File: config.mk
export PLATFORM = sky130hd
export DESIGN_NAME = gpio_ctrl_flat
export DESIGN_NICKNAME = d
export VERILOG_FILES = /design/src/rtl/gpio_ctrl_pkg.sv /design/src/rtl/gpio_ctrl_if.sv /design/src/rtl/gpio_sync_edge.sv /design/src/rtl/gpio_ctrl.sv /design/src/flat_wrapper.sv
export SDC_FILE = /design/constraint.sdc
export NUM_CORES = 1
export LEC_CHECK = 0
export ABC_AREA = 1
export CAP_MARGIN = 15
export CORE_ASPECT_RATIO = 0.9
export CORE_UTILIZATION = 45
export CTS_CLUSTER_DIAMETER = 120
export DETAILED_ROUTE_END_ITERATION = 16
export GPL_TIMING_DRIVEN = 0
export PLACE_DENSITY = 0.73
export SLEW_MARGIN = 20
export SYNTH_ARGS = -nofsm -noshare
export SYNTH_HDL_FRONTEND = slang
export SYNTH_SLANG_ARGS = --single-unit
File: constraint.sdc
create_clock -name CLK_I -period 1.8 [get_ports CLK_I]
set_input_delay 0.18 -clock CLK_I [delete_from_list [all_inputs] [get_ports CLK_I]]
set_output_delay 0.18 -clock CLK_I [all_outputs]
set_load 0.02 [all_outputs]
File: src/rtl/gpio_ctrl_pkg.sv
// gpio_ctrl shared definitions: register indices and reset constants.
// Imported by the GPIO controller, its sub-module and the bus interface users.
package gpio_ctrl_pkg;

    typedef enum logic [2:0] {
        GPIO_REG_DATA_IN  = 3'd0,
        GPIO_REG_DATA_OUT = 3'd1,
        GPIO_REG_DIR      = 3'd2,
        GPIO_REG_OUT_SET  = 3'd3,
        GPIO_REG_OUT_CLR  = 3'd4,
        GPIO_REG_IRQ_EN   = 3'd5,
        GPIO_REG_IRQ_STAT = 3'd6,
        GPIO_REG_EDGE_SEL = 3'd7
    } gpio_reg_t;

    // EDGE_SEL resets to all-ones: every pin watches rising edges.
    localparam logic [31:0] GPIO_EDGE_SEL_RST = 32'hFFFF_FFFF;

    // Warm-up counter value at which edge detection is unmasked.
    localparam logic [1:0] GPIO_WARM_DONE = 2'd3;

endpackage

File: src/rtl/gpio_ctrl_if.sv
// Register bus (Wishbone-style, single-cycle acknowledge) for gpio_ctrl.
// Ports: CYC_I/STB_I/WE_I/ADR_I/DAT_I from master, DAT_O/ACK_O from slave.
interface gpio_ctrl_if;

    logic        CYC_I;
    logic        STB_I;
    logic        WE_I;
    logic [2:0]  ADR_I;
    logic [31:0] DAT_I;
    logic [31:0] DAT_O;
    logic        ACK_O;

    modport master (
        output CYC_I, STB_I, WE_I, ADR_I, DAT_I,
        input  DAT_O, ACK_O
    );

    modport slave (
        input  CYC_I, STB_I, WE_I, ADR_I, DAT_I,
        output DAT_O, ACK_O
    );

endinterface

File: src/rtl/gpio_sync_edge.sv
// Pin input conditioning: two-flop synchroniser, previous-level register,
// warm-up mask and per-pin edge select.
// Ports: clk, rst (sync, active-high), pin_in (async pins), dir (1 = output),
//        edge_sel (1 = rising), sync (synchronised level), edge_pulse (1-cycle).
module gpio_sync_edge
    import gpio_ctrl_pkg::*;
#(
    parameter int WIDTH = 8
) (
    input  logic             clk,
    input  logic             rst,
    input  logic [WIDTH-1:0] pin_in,
    input  logic [WIDTH-1:0] dir,
    input  logic [WIDTH-1:0] edge_sel,
    output logic [WIDTH-1:0] sync,
    output logic [WIDTH-1:0] edge_pulse
);

    logic [WIDTH-1:0] meta;
    logic [WIDTH-1:0] prev;
    logic [1:0]       warm;
    logic [WIDTH-1:0] rise;
    logic [WIDTH-1:0] fall;

    always_ff @(posedge clk) begin
        if (rst) begin
            meta <= '0;
            sync <= '0;
            prev <= '0;
            warm <= '0;
        end else begin
            meta <= pin_in;
            sync <= meta;
            prev <= sync;
            if (warm != GPIO_WARM_DONE) begin
                warm <= warm + 2'd1;
            end
        end
    end

    assign rise = sync & ~prev;
    assign fall = ~sync & prev;

    // Masked until the pipeline has refilled after reset, so levels already
    // present at reset release do not look like edges.
    assign edge_pulse = (warm == GPIO_WARM_DONE)
                      ? (~dir & ((edge_sel & rise) | (~edge_sel & fall)))
                      : '0;

endmodule

File: src/rtl/gpio_ctrl.sv
// GPIO bank controller: register file, bus decode, ack, sticky edge status, IRQ.
// Ports: CLK_I, RST_I (sync, active-high), bus (slave register bus),
//        PIN_IN_I (async pins), PIN_OUT_O, PIN_DIR_O (1 = output), IRQ_O (level).
module gpio_ctrl
    import gpio_ctrl_pkg::*;
#(
    parameter int WIDTH = 8
) (
    input  logic             CLK_I,
    input  logic             RST_I,
    gpio_ctrl_if.slave       bus,
    input  logic [WIDTH-1:0] PIN_IN_I,
    output logic [WIDTH-1:0] PIN_OUT_O,
    output logic [WIDTH-1:0] PIN_DIR_O,
    output logic             IRQ_O
);

    logic [WIDTH-1:0] data_out;
    logic [WIDTH-1:0] dir;
    logic [WIDTH-1:0] irq_en;
    logic [WIDTH-1:0] irq_stat;
    logic [WIDTH-1:0] edge_sel;
    logic [WIDTH-1:0] sync;
    logic [WIDTH-1:0] edge_pulse;
    logic [WIDTH-1:0] wdat;
    logic [WIDTH-1:0] stat_clr;
    logic [31:0]      rdata;
    logic             access;
    logic             wr;
    logic             rd;
    gpio_reg_t        reg_sel;
    logic             unused_dat;

    gpio_sync_edge #(
        .WIDTH (WIDTH)
    ) u_sync_edge (
        .clk        (CLK_I),
        .rst        (RST_I),
        .pin_in     (PIN_IN_I),
        .dir        (dir),
        .edge_sel   (edge_sel),
        .sync       (sync),
        .edge_pulse (edge_pulse)
    );

    // A held strobe is accepted every other cycle because ACK_O gates it.
    assign access  = bus.CYC_I & bus.STB_I & ~bus.ACK_O;
    assign wr      = access & bus.WE_I;
    assign rd      = access & ~bus.WE_I;
    assign reg_sel = gpio_reg_t'(bus.ADR_I);
    assign wdat    = bus.DAT_I[WIDTH-1:0];

    // Data bits above WIDTH are ignored on write.
    assign unused_dat = ^bus.DAT_I;

    assign stat_clr = (wr && reg_sel == GPIO_REG_IRQ_STAT) ? wdat : '0;

    always_comb begin
        rdata = '0;
        case (reg_sel)
            GPIO_REG_DATA_IN:  rdata[WIDTH-1:0] = sync;
            GPIO_REG_DATA_OUT: rdata[WIDTH-1:0] = data_out;
            GPIO_REG_DIR:      rdata[WIDTH-1:0] = dir;
            GPIO_REG_IRQ_EN:   rdata[WIDTH-1:0] = irq_en;
            GPIO_REG_IRQ_STAT: rdata[WIDTH-1:0] = irq_stat;
            GPIO_REG_EDGE_SEL: rdata[WIDTH-1:0] = edge_sel;
            default:           rdata = '0;
        endcase
    end

    always_ff @(posedge CLK_I) begin
        if (RST_I) begin
            data_out  <= '0;
            dir       <= '0;
            irq_en    <= '0;
            irq_stat  <= '0;
            edge_sel  <= GPIO_EDGE_SEL_RST[WIDTH-1:0];
            bus.ACK_O <= 1'b0;
            bus.DAT_O <= '0;
            IRQ_O     <= 1'b0;
        end else begin
            bus.ACK_O <= access;
            bus.DAT_O <= rd ? rdata : '0;
            // New edges override a same-cycle write-1-to-clear.
            irq_stat  <= (irq_stat & ~stat_clr) | edge_pulse;
            IRQ_O     <= |(irq_stat & irq_en);
            if (wr) begin
                case (reg_sel)
                    GPIO_REG_DATA_OUT: data_out <= wdat;
                    GPIO_REG_DIR:      dir      <= wdat;
                    GPIO_REG_OUT_SET:  data_out <= data_out | wdat;
                    GPIO_REG_OUT_CLR:  data_out <= data_out & ~wdat;
                    GPIO_REG_IRQ_EN:   irq_en   <= wdat;
                    GPIO_REG_EDGE_SEL: edge_sel <= wdat;
                    default:           ;
                endcase
            end
        end
    end

    assign PIN_OUT_O = data_out;
    assign PIN_DIR_O = dir;

endmodule

File: src/flat_wrapper.sv
// flat-port wrapper written by rule: the top's interface ports become plain ports
module gpio_ctrl_flat import gpio_ctrl_pkg::*;
#(
    parameter int WIDTH = 8
)
  (CLK_I, RST_I, PIN_IN_I, PIN_OUT_O, PIN_DIR_O, IRQ_O, bus_CYC_I, bus_STB_I, bus_WE_I, bus_ADR_I, bus_DAT_I, bus_DAT_O, bus_ACK_O);
  gpio_ctrl_if bus_i ();
  input  logic CLK_I;
  input  logic RST_I;
  input  logic [WIDTH-1:0] PIN_IN_I;
  output logic [WIDTH-1:0] PIN_OUT_O;
  output logic [WIDTH-1:0] PIN_DIR_O;
  output logic IRQ_O;
  input wire logic [$bits(bus_i.CYC_I)-1:0] bus_CYC_I;
  input wire logic [$bits(bus_i.STB_I)-1:0] bus_STB_I;
  input wire logic [$bits(bus_i.WE_I)-1:0] bus_WE_I;
  input wire logic [$bits(bus_i.ADR_I)-1:0] bus_ADR_I;
  input wire logic [$bits(bus_i.DAT_I)-1:0] bus_DAT_I;
  output wire logic [$bits(bus_i.DAT_O)-1:0] bus_DAT_O;
  output wire logic [$bits(bus_i.ACK_O)-1:0] bus_ACK_O;
  assign bus_i.CYC_I = bus_CYC_I;
  assign bus_i.STB_I = bus_STB_I;
  assign bus_i.WE_I = bus_WE_I;
  assign bus_i.ADR_I = bus_ADR_I;
  assign bus_i.DAT_I = bus_DAT_I;
  assign bus_DAT_O = bus_i.DAT_O;
  assign bus_ACK_O = bus_i.ACK_O;
  gpio_ctrl #(.WIDTH(WIDTH)) u_core (.CLK_I(CLK_I), .RST_I(RST_I), .bus(bus_i), .PIN_IN_I(PIN_IN_I), .PIN_OUT_O(PIN_OUT_O), .PIN_DIR_O(PIN_DIR_O), .IRQ_O(IRQ_O));
endmodule
==> flow_metrics.env, run 1 <==
export IMPL_status="completed"
export IMPL_drt_iter0_markers=201
export IMPL_placed_area_um2=4250
export IMPL_rsz0062_at_grt="false"
export IMPL_portBuffers=46
export IMPL_syn_area_um2=3580
export IMPL_dieArea_um2=8320
export IMPL_fin_util_pct=58.6
export IMPL_start_util_pct=47.0
export IMPL_yosys_area_top_type_share_pct=42.5
export IMPL_via_per_inst=4.82
export IMPL_drc=0
export IMPL_syn_to_final_growth_pct=24.6
export IMPL_wire_per_inst_um=12.9
export IMPL_total_power_mw=3.59
export IMPL_gp_congestion=0.856
export IMPL_root_buffer="clkbuf_8"
export IMPL_synth_ff_type="dfxtp_1"
export IMPL_post_cts_buffers=0
export IMPL_slew_viol_final=0
export IMPL_drtAntennaViolNets=0
export IMPL_syn_instance_count=506
export IMPL_ys_warnings_count=0
export IMPL_start_kind="primary input"
export IMPL_grt_pass1_wl_um=14100
export IMPL_place_inst=671
export IMPL_antenna_cells=0
export IMPL_cts_resized_gates=0
export IMPL_final_setup_skew_ns=0.0100
export IMPL_power_density_nw_per_um2=804
export IMPL_maxCapViolations=0
export IMPL_yosys_top_cells_area="dfxtp_1 (42%), nand2_1 (8.7%), nor2_1 (7.6%), inv_1 (7.4%), o21ai_0 (6.4%)"
export IMPL_max_freq_mhz=630
export IMPL_worstPathArrival_ns=1.81
export IMPL_period_share_pct=88.1
export IMPL_vdd_drop_max_v=0.000482
export IMPL_dpl_hpwl_um=6840
export IMPL_seq_area_frac_synth_pct=42.5
export IMPL_cts_hold_fix_buffers=0
export IMPL_cp_required_ns=2.02
export IMPL_async_reset_ff_share_pct=0
export IMPL_clkLatencyLatePin_ns=0.35
export IMPL_worst_slew_pin_slew_ns=0.659
export IMPL_hold_viol_final=0
export IMPL_yosys_register_bits=76
export IMPL_grt_use_total_pct=22.6
export IMPL_total_leakage_power_nw=1.91
export IMPL_finalSetupViolCount=0
export IMPL_avgSynthCellArea_um2=7.08
export IMPL_yosysTopAreaCell="dfxtp_1"
export IMPL_relSlewSlack_pct=56.1
export IMPL_cts_max_path_buffers=2
export IMPL_core_um2=7620
export IMPL_synth_most_common_cell="nand2_1"
export IMPL_finalInstanceArea_um2=4470
export IMPL_path_class="primary input to register"
export IMPL_synth_edf_count=0
export IMPL_ios=98
export IMPL_layoutNonFillerInstCount=687
export IMPL_cts_tree="yes"
export IMPL_grt_max_degree=14
export IMPL_path_max_fanout=10
export IMPL_vias=3312
export IMPL_end_kind="register"
export IMPL_grt_pass1_vias=3025
export IMPL_cts_sinks=76
export IMPL_rows=30
export IMPL_synth_distinct_cells=33
export IMPL_finalCriticalPeriod_ns=1.59
export IMPL_die_height_um=86.7
export IMPL_cts_buffers=9
export IMPL_clk_pin_slew_ns=0.08
export IMPL_synth_commonest_cells="nand2_1 (83), dfxtp_1 (76), nor2_1 (73)"
export IMPL_layout_drive_gt1_share_pct=11.5
export IMPL_hold_class="primary input to register"
export IMPL_firstDrtPassIters=5
export IMPL_antenna_found_initial=0
export IMPL_die_x_um=96.1
export IMPL_routed_wl_um=8850
export IMPL_overflow=0
export IMPL_layout_nets=635
export IMPL_cts_max_level=3
## stage by stage
stage | worst slack (ns) | setup TNS (ns) | hold slack [ns]
after floorplan | 0.554 | 0 | 0.287
after global placement | -0.0590 | -0.451 | 0.389
after detailed placement | -0.110 | -0.835 | 0.392
after CTS | 0.217 | 0 | 0.216
after global routing | 0.156 | 0 | 0.250
final | 0.214 | 0 | 0.225
## cells by family after synthesis
group / count (synthesis) / synth area share [%]
adder cells (fa/ha/maj): 1 / 0.349
AND/OR/NAND/NOR: 213 / 27.0
buffers and inverters: 114 / 15.6
other: 1 / 0.105
AO/OA/AOI/OAI: 101 / 14.5
flip-flops: 76 / 42.5
## where the power goes
group / internal [mW] / total (mW) / switching (mW)
clock network: 0.783 / 1.42 / 0.640
logic: 0.162 / 0.417 / 0.255
registers: 1.73 / 1.75 / 0.0237
## critical path, stage by stage
cell and delay [ns]:
clkdlybuf4s50_1 0.58, buf_6 0.21, nand3_1 0.30, nor2_4 0.33, nand2_1 0.08, nand2_1 0.07, a21oi_1 0.06
## layout make-up
type	instances	area, um^2
Tap cell	96	120
Clock buffer	10	128
Multi-Input combinational cell	339	1590
Fill cell	698	3150
Clock inverter	6	87.6
Buffer	38	273
Timing Repair Buffer	46	460
Inverter	76	288
Sequential cell	76	1520
## flip-flops by register name (all words and copies together) (netlist names)
register and count:
u_core.PIN_DIR_O 8, u_core.u_sync_edge.prev 8, u_core.irq_en 8, u_core.u_sync_edge.sync 8
u_core.edge_sel 8, u_core.u_sync_edge.meta 8, u_core.IRQ_O 1, u_core.bus.ACK_O 1
u_core.irq_stat 8, u_core.u_sync_edge.warm 2, u_core.PIN_OUT_O 8, u_core.bus.DAT_O 8
## layout by cell type, fill, tap and decap left out, types with 2 or more instances in the layout
| cell | Yosys | routed |
|---|---|---|
| a21oi_1 | 45 | 45 |
| a31oi_1 | 3 | 3 |
| buf_2 | 2 | 2 |
| buf_4 | 26 | 26 |
| buf_6 | 4 | 4 |
| bufinv_16 | 0 | 2 |
| clkbuf_1 | 5 | 6 |
| clkbuf_8 | 0 | 9 |
| clkdlybuf4s50_1 | 0 | 46 |
| clkinv_2 | 2 | 4 |
| conb_1 | 1 | 24 |
| dfxtp_1 | 76 | 76 |
| inv_1 | 71 | 71 |
| inv_2 | 2 | 2 |
| nand2_1 | 83 | 83 |
| nand2_4 | 2 | 2 |
| nand3_1 | 32 | 32 |
| nand3_2 | 2 | 2 |
| nand3_4 | 2 | 2 |
| nand4_1 | 4 | 4 |
| nor2_1 | 73 | 73 |
| nor2_2 | 3 | 3 |
| nor2_4 | 2 | 2 |
| nor3_1 | 4 | 4 |
| o21ai_0 | 46 | 46 |
| o21ai_1 | 3 | 3 |
| o22ai_1 | 2 | 2 |
| or2_2 | 3 | 3 |
## worst paths after layout
kind / depth (start not counted) / slack (ns) / end / startpoint
max: 7 / 0.21 / u_core.irq_stat[3] / bus_ADR_I[1]
min: 2 / 0.22 / u_core.bus.ACK_O / RST_I
max reg2reg: 6 / 0.36 / u_core.edge_sel[7] / u_core.bus.ACK_O
min reg2reg: 2 / 0.40 / u_core.u_sync_edge.sync[6] / u_core.u_sync_edge.meta[6]
## routing by layer
layer	vias to the layer above	track usage [%]	part of all wire, %
met5	-	0	0
met4	0	9.23	2.0
met3	15	5.00	5.4
met2	108	36.6	46
met1	1476	29.0	46
li1	1713	-	-
Power figures use the tool's default switching activity.
==> inputs of run 2 (changes only) <==
Settings changed: CORE_UTILIZATION 45 to 52, PLACE_DENSITY 0.73 to 0.83.
==> run 2 against run 1 <==
Critical path depth fell by 6. Via count rose by 4.0%. Critical path type is now register to output port. Largest cell class unchanged. Die area fell by 13%. Fmax fell by 0.43%.
==> flow_metrics.env, run 2 (same netlist as run 1, synthesis figures left out) <==
export IMPL_grt_pass1_vias=2947
export IMPL_worstSetupStartpoint="u_core.PIN_OUT_O[2]"
export IMPL_path_class="register to output port"
export IMPL_clkLatencyLatePin_ns=0.36
export IMPL_cts_sinks=76
export IMPL_maxCapViolations=0
export IMPL_worstReg2RegStart="u_core.bus.ACK_O"
export IMPL_most_common_layout_cells="nand2_1 (83), dfxtp_1 (76), nor2_1 (73)"
export IMPL_post_cts_buffers=0
export IMPL_grt_pass1_wl_um=14200
export IMPL_p_int_mw=2.56
export IMPL_via_per_inst=5.06
export IMPL_status="completed"
export IMPL_total_leakage_power_nw=1.90
export IMPL_antenna_found_initial=0
export IMPL_portBuffers=46
export IMPL_p_clk_share_pct=37.4
export IMPL_antenna_cells=0
export IMPL_rsz0062_at_grt="false"
export IMPL_wire_per_inst_um=13.3
export IMPL_max_freq_mhz=628
export IMPL_path_max_fanout=5
export IMPL_dpl_hpwl_um=6820
export IMPL_start_kind="register"
export IMPL_core_um2=6620
export IMPL_swShare_pct=26.3
export IMPL_overflow=0
export IMPL_layout_drive_gt1_share_pct=11.4
export IMPL_end_kind="output port"
export IMPL_tns_ns=0
export IMPL_finalCriticalPeriod_ns=1.59
export IMPL_combPwrFrac_pct=12.2
export IMPL_layout_nets=635
export IMPL_vdd_drop_max_v=0.000553
export IMPL_die_height_um=80.8
export IMPL_relSlewSlack_pct=58.1
export IMPL_ios=98
export IMPL_drc=0
export IMPL_rows=28
export IMPL_critPathMaxStageDelay_ns=0.63
export IMPL_gp_congestion=0.895
export IMPL_die_x_um=89.5
export IMPL_crit_family="buffers and inverters"
export IMPL_grt_use_total_pct=26.6
export IMPL_hold_class="primary input to register"
export IMPL_cp_required_ns=1.62
export IMPL_vias=3443
export IMPL_hp_start="RST_I"
export IMPL_cts_resized_gates=0
export IMPL_syn_to_final_growth_pct=23.7
export IMPL_crit_slowest_cell="clkdlybuf4s50_1"
export IMPL_period_share_pct=88.5
export IMPL_worstPathArrival_ns=1.41
export IMPL_finalSetupViolCount=0
export IMPL_p_switching_uw=912
export IMPL_final_setup_skew_ns=0.0107
export IMPL_start_util_pct=54.1
export IMPL_cts_max_level=3
export IMPL_drtAntennaViolNets=0
export IMPL_fill_cells=582
export IMPL_worst_slew_pin_slew_ns=0.628
export IMPL_cp_num_buf_inv=1
export IMPL_path_cells="clkdlybuf4s50_1"
export IMPL_clk_pin_slew_ns=0.08
export IMPL_cts_tree="yes"
export IMPL_firstDrtPassIters=5
export IMPL_final_common_cell="nand2_1"
export IMPL_power_density_nw_per_um2=782
export IMPL_grt_max_degree=13
export IMPL_holdWs_ns=0.200
export IMPL_p_seq_share_pct=50.4
export IMPL_hold_viol_final=0
export IMPL_total_power_mw=3.47
export IMPL_routed_wl_um=9030
export IMPL_drt_iter0_markers=323
export IMPL_cts_hold_fix_buffers=0
export IMPL_root_buffer="clkbuf_8"
export IMPL_cts_buffers=9
export IMPL_dieArea_um2=7230
export IMPL_slew_viol_final=0
export IMPL_cts_max_path_buffers=2
[run 2: cell types whose count changed in the layout (fill, tap and decap cells not counted), sizes merged]
cell	before	now
clkinvlp	0	2
clkinv	6	4
bufinv	2	1
inv	74	73
clkbuf	15	16
[run 2: cell type report]
cell class	count	area [um^2]	area share (%)
clock inverters	4	50.0	1.13
plain buffers	38	273	6.15
repair buffers	46	460	10.4
clock buffers	11	141	3.19
inverters	76	288	6.49
multi-input cells	339	1590	35.8
flip-flops and latches	76	1520	34.3
well taps	90	113	2.54
[run 2: path summary, 6_finish.rpt]
| kind | cells past startpoint | end | slack, ns |
|---|---|---|---|
| worst max-delay path | 1 | PIN_OUT_O[2] | 0.21 |
| worst min-delay path | 2 | u_core.bus.ACK_O | 0.20 |
| worst max register to register | 5 | u_core.edge_sel[5] | 0.28 |
| worst min register to register | 2 | u_core.u_sync_edge.sync[7] | 0.40 |
[run 2: metal layers]
| metal | global-route usage [%] | routed length, um |
|---|---|---|
| met5 | 0 | 0 |
| met4 | 8.57 | 123 |
| met3 | 5.79 | 701 |
| met2 | 44.0 | 4240 |
| met1 | 34.6 | 3960 |
[run 2: stage by stage]
stage          instance area [um^2]  worst slack (ns)  instances  utilization, %
5_1_grt                        4430             0.154        680            67.0
2_1_floorplan                  3670             0.554        529               -
4_1_cts                        4430             0.207        680            67.0
3_3_place_gp                   4240           -0.0653        665            64.1
6_report                       4430             0.207        680            67.0
3_5_place_dp                   4240           -0.0942        665            64.1
[run 2: power by group through the flow]
stage	sequential [mW]	combinational, mW	clock (mW)
after global routing	1.75	0.462	1.38
after CTS	1.75	0.417	1.30
after global placement	1.78	0.402	0
after floorplan	1.79	0.274	0
after detailed placement	1.79	0.415	0
final	1.75	0.422	1.30
==> inputs of run 3 (changes only) <==
Settings changed: CELL_PAD_IN_SITES_DETAIL_PLACEMENT set to 0, CELL_PAD_IN_SITES_GLOBAL_PLACEMENT set to 2, CORE_UTILIZATION 52 to 28, GPL_TIMING_DRIVEN 0 to not set.
==> run 3 against run 2 <==
Via count down 9.4%. Total power up 12%. Non-clock buffer count down 10. Largest power group unchanged. Sequential share of layout area down 1.2 points. Critical path type unchanged.
==> flow_metrics.env, run 3 (same netlist as run 1, synthesis figures left out) <==
export IMPL_critPathMaxStageDelay_ns=0.63
export IMPL_power_density_nw_per_um2=844
export IMPL_final_common_cell="nand2_1"
export IMPL_finalSetupViolCount=0
export IMPL_layout_drive_gt1_share_pct=10.7
export IMPL_worstPathArrival_ns=1.37
export IMPL_rsz0062_at_grt="false"
export IMPL_syn_to_final_growth_pct=28.3
export IMPL_core_um2=12300
export IMPL_max_freq_mhz=646
export IMPL_slew_viol_final=0
export IMPL_relSlewSlack_pct=65.2
export IMPL_dieArea_um2=13300
export IMPL_start_util_pct=29.2
export IMPL_worstReg2RegStart="u_core.u_sync_edge.warm[0]"
export IMPL_holdWs_ns=0.264
export IMPL_drt_iter0_markers=144
export IMPL_min_to="u_core.irq_stat[3]"
export IMPL_clkLatencyLatePin_ns=0.33
export IMPL_hold_viol_final=0
export IMPL_status="completed"
export IMPL_total_leakage_power_nw=1.90
export IMPL_crit_slowest_cell="clkdlybuf4s50_1"
export IMPL_tns_ns=0
export IMPL_final_setup_skew_ns=0.00431
export IMPL_drtAntennaViolNets=0
export IMPL_crit_family="buffers and inverters"
export IMPL_path_cells="clkdlybuf4s50_1"
export IMPL_cts_max_level=3
export IMPL_root_buffer="clkbuf_16"
export IMPL_post_cts_buffers=0
export IMPL_cts_max_path_buffers=2
export IMPL_reg2reg_slack_ns=0.41
export IMPL_drc=0
export IMPL_rr_endpoint="u_core.irq_stat[3]"
export IMPL_via_per_inst=4.21
export IMPL_maxCapViolations=0
export IMPL_die_height_um=109
export IMPL_end_kind="output port"
export IMPL_most_common_layout_cells="nand2_1 (83), dfxtp_1 (76), nor2_1 (73)"
export IMPL_hp_start="RST_I"
export IMPL_wire_per_inst_um=12.7
export IMPL_vias=3118
export IMPL_hold_class="primary input to register"
export IMPL_cts_buffers=9
export IMPL_finalCriticalPeriod_ns=1.55
export IMPL_portBuffers=49
export IMPL_cts_resized_gates=0
export IMPL_grt_pass1_vias=2856
export IMPL_period_share_pct=86.0
export IMPL_dpl_hpwl_um=7170
export IMPL_routed_wl_um=9380
export IMPL_grt_max_degree=37
export IMPL_antenna_found_initial=0
export IMPL_start_kind="register"
export IMPL_rows=38
export IMPL_ios=98
export IMPL_cts_tree="yes"
export IMPL_firstDrtPassIters=4
export IMPL_layout_nets=625
export IMPL_r2r_cells=5
export IMPL_grt_pass1_wl_um=15100
export IMPL_dpl_worst_slack_ns=-0.0104
export IMPL_worst_slack_ns=0.252
export IMPL_cts_hold_fix_buffers=0
export IMPL_path_max_fanout=5
export IMPL_antenna_cells=0
export IMPL_clk_pin_slew_ns=0.06
export IMPL_worst_slew_pin_slew_ns=0.522
export IMPL_grt_use_total_pct=15.2
export IMPL_cts_sinks=76
export IMPL_min_path_cells=2
export IMPL_path_class="register to output port"
export IMPL_vdd_drop_max_v=0.000421
export IMPL_overflow=0
export IMPL_gp_congestion=0.816
export IMPL_die_x_um=121
export IMPL_cp_num_buf_inv=1
export IMPL_cp_required_ns=1.62
-- run 3: worst max-delay path by stage --
stage                                   start             endpoint  slack, ns  depth (start not counted)
after floorplan              u_core.bus.ACK_O   u_core.edge_sel[0]       0.55                          5
after detailed placement         bus_ADR_I[0]  u_core.PIN_OUT_O[5]      -0.01                          9
final                     u_core.PIN_OUT_O[2]         PIN_OUT_O[2]       0.25                          1
after global placement           bus_ADR_I[0]  u_core.bus.DAT_O[2]       0.02                          8
after global routing      u_core.PIN_OUT_O[0]         PIN_OUT_O[0]       0.17                          1
after CTS                 u_core.PIN_OUT_O[0]         PIN_OUT_O[0]       0.24                          1
-- run 3: metal layers --
metal / GRT usage [%] / vias up / share of wire (%)
li1: - / 1696 / -
met1: 20.9 / 1341 / 48
met2: 23.1 / 70 / 43
met3: 4.36 / 11 / 6.2
met4: 4.76 / 0 / 2.3
met5: 0 / - / 0
-- run 3: through the flow --
step	total power, mW	cell area (um^2)	utilization [%]	cells
finish	3.88	4600	37.5	741
global route	4.08	4600	37.5	741
global placement	2.19	4310	35.1	725
CTS	3.95	4600	37.5	741
detailed placement	2.19	4310	35.1	725
floorplan	2.06	3670	-	529
-- run 3: layout make-up --
| class | count | area [um^2] |
|---|---|---|
| fillers | 1300 | 7670 |
| multi-input cells | 339 | 1590 |
| flip-flops and latches | 76 | 1520 |
| repair buffers | 74 | 711 |
| inverters | 76 | 288 |
| clock buffers | 13 | 270 |
| well taps | 160 | 200 |
| clock inverters | 3 | 20.0 |
-- run 3: power by group --
part	internal [mW]	switching (mW)
Combinational	0.152	0.251
Sequential	1.73	0.0230
Clock	1.04	0.683
Total	2.92	0.957
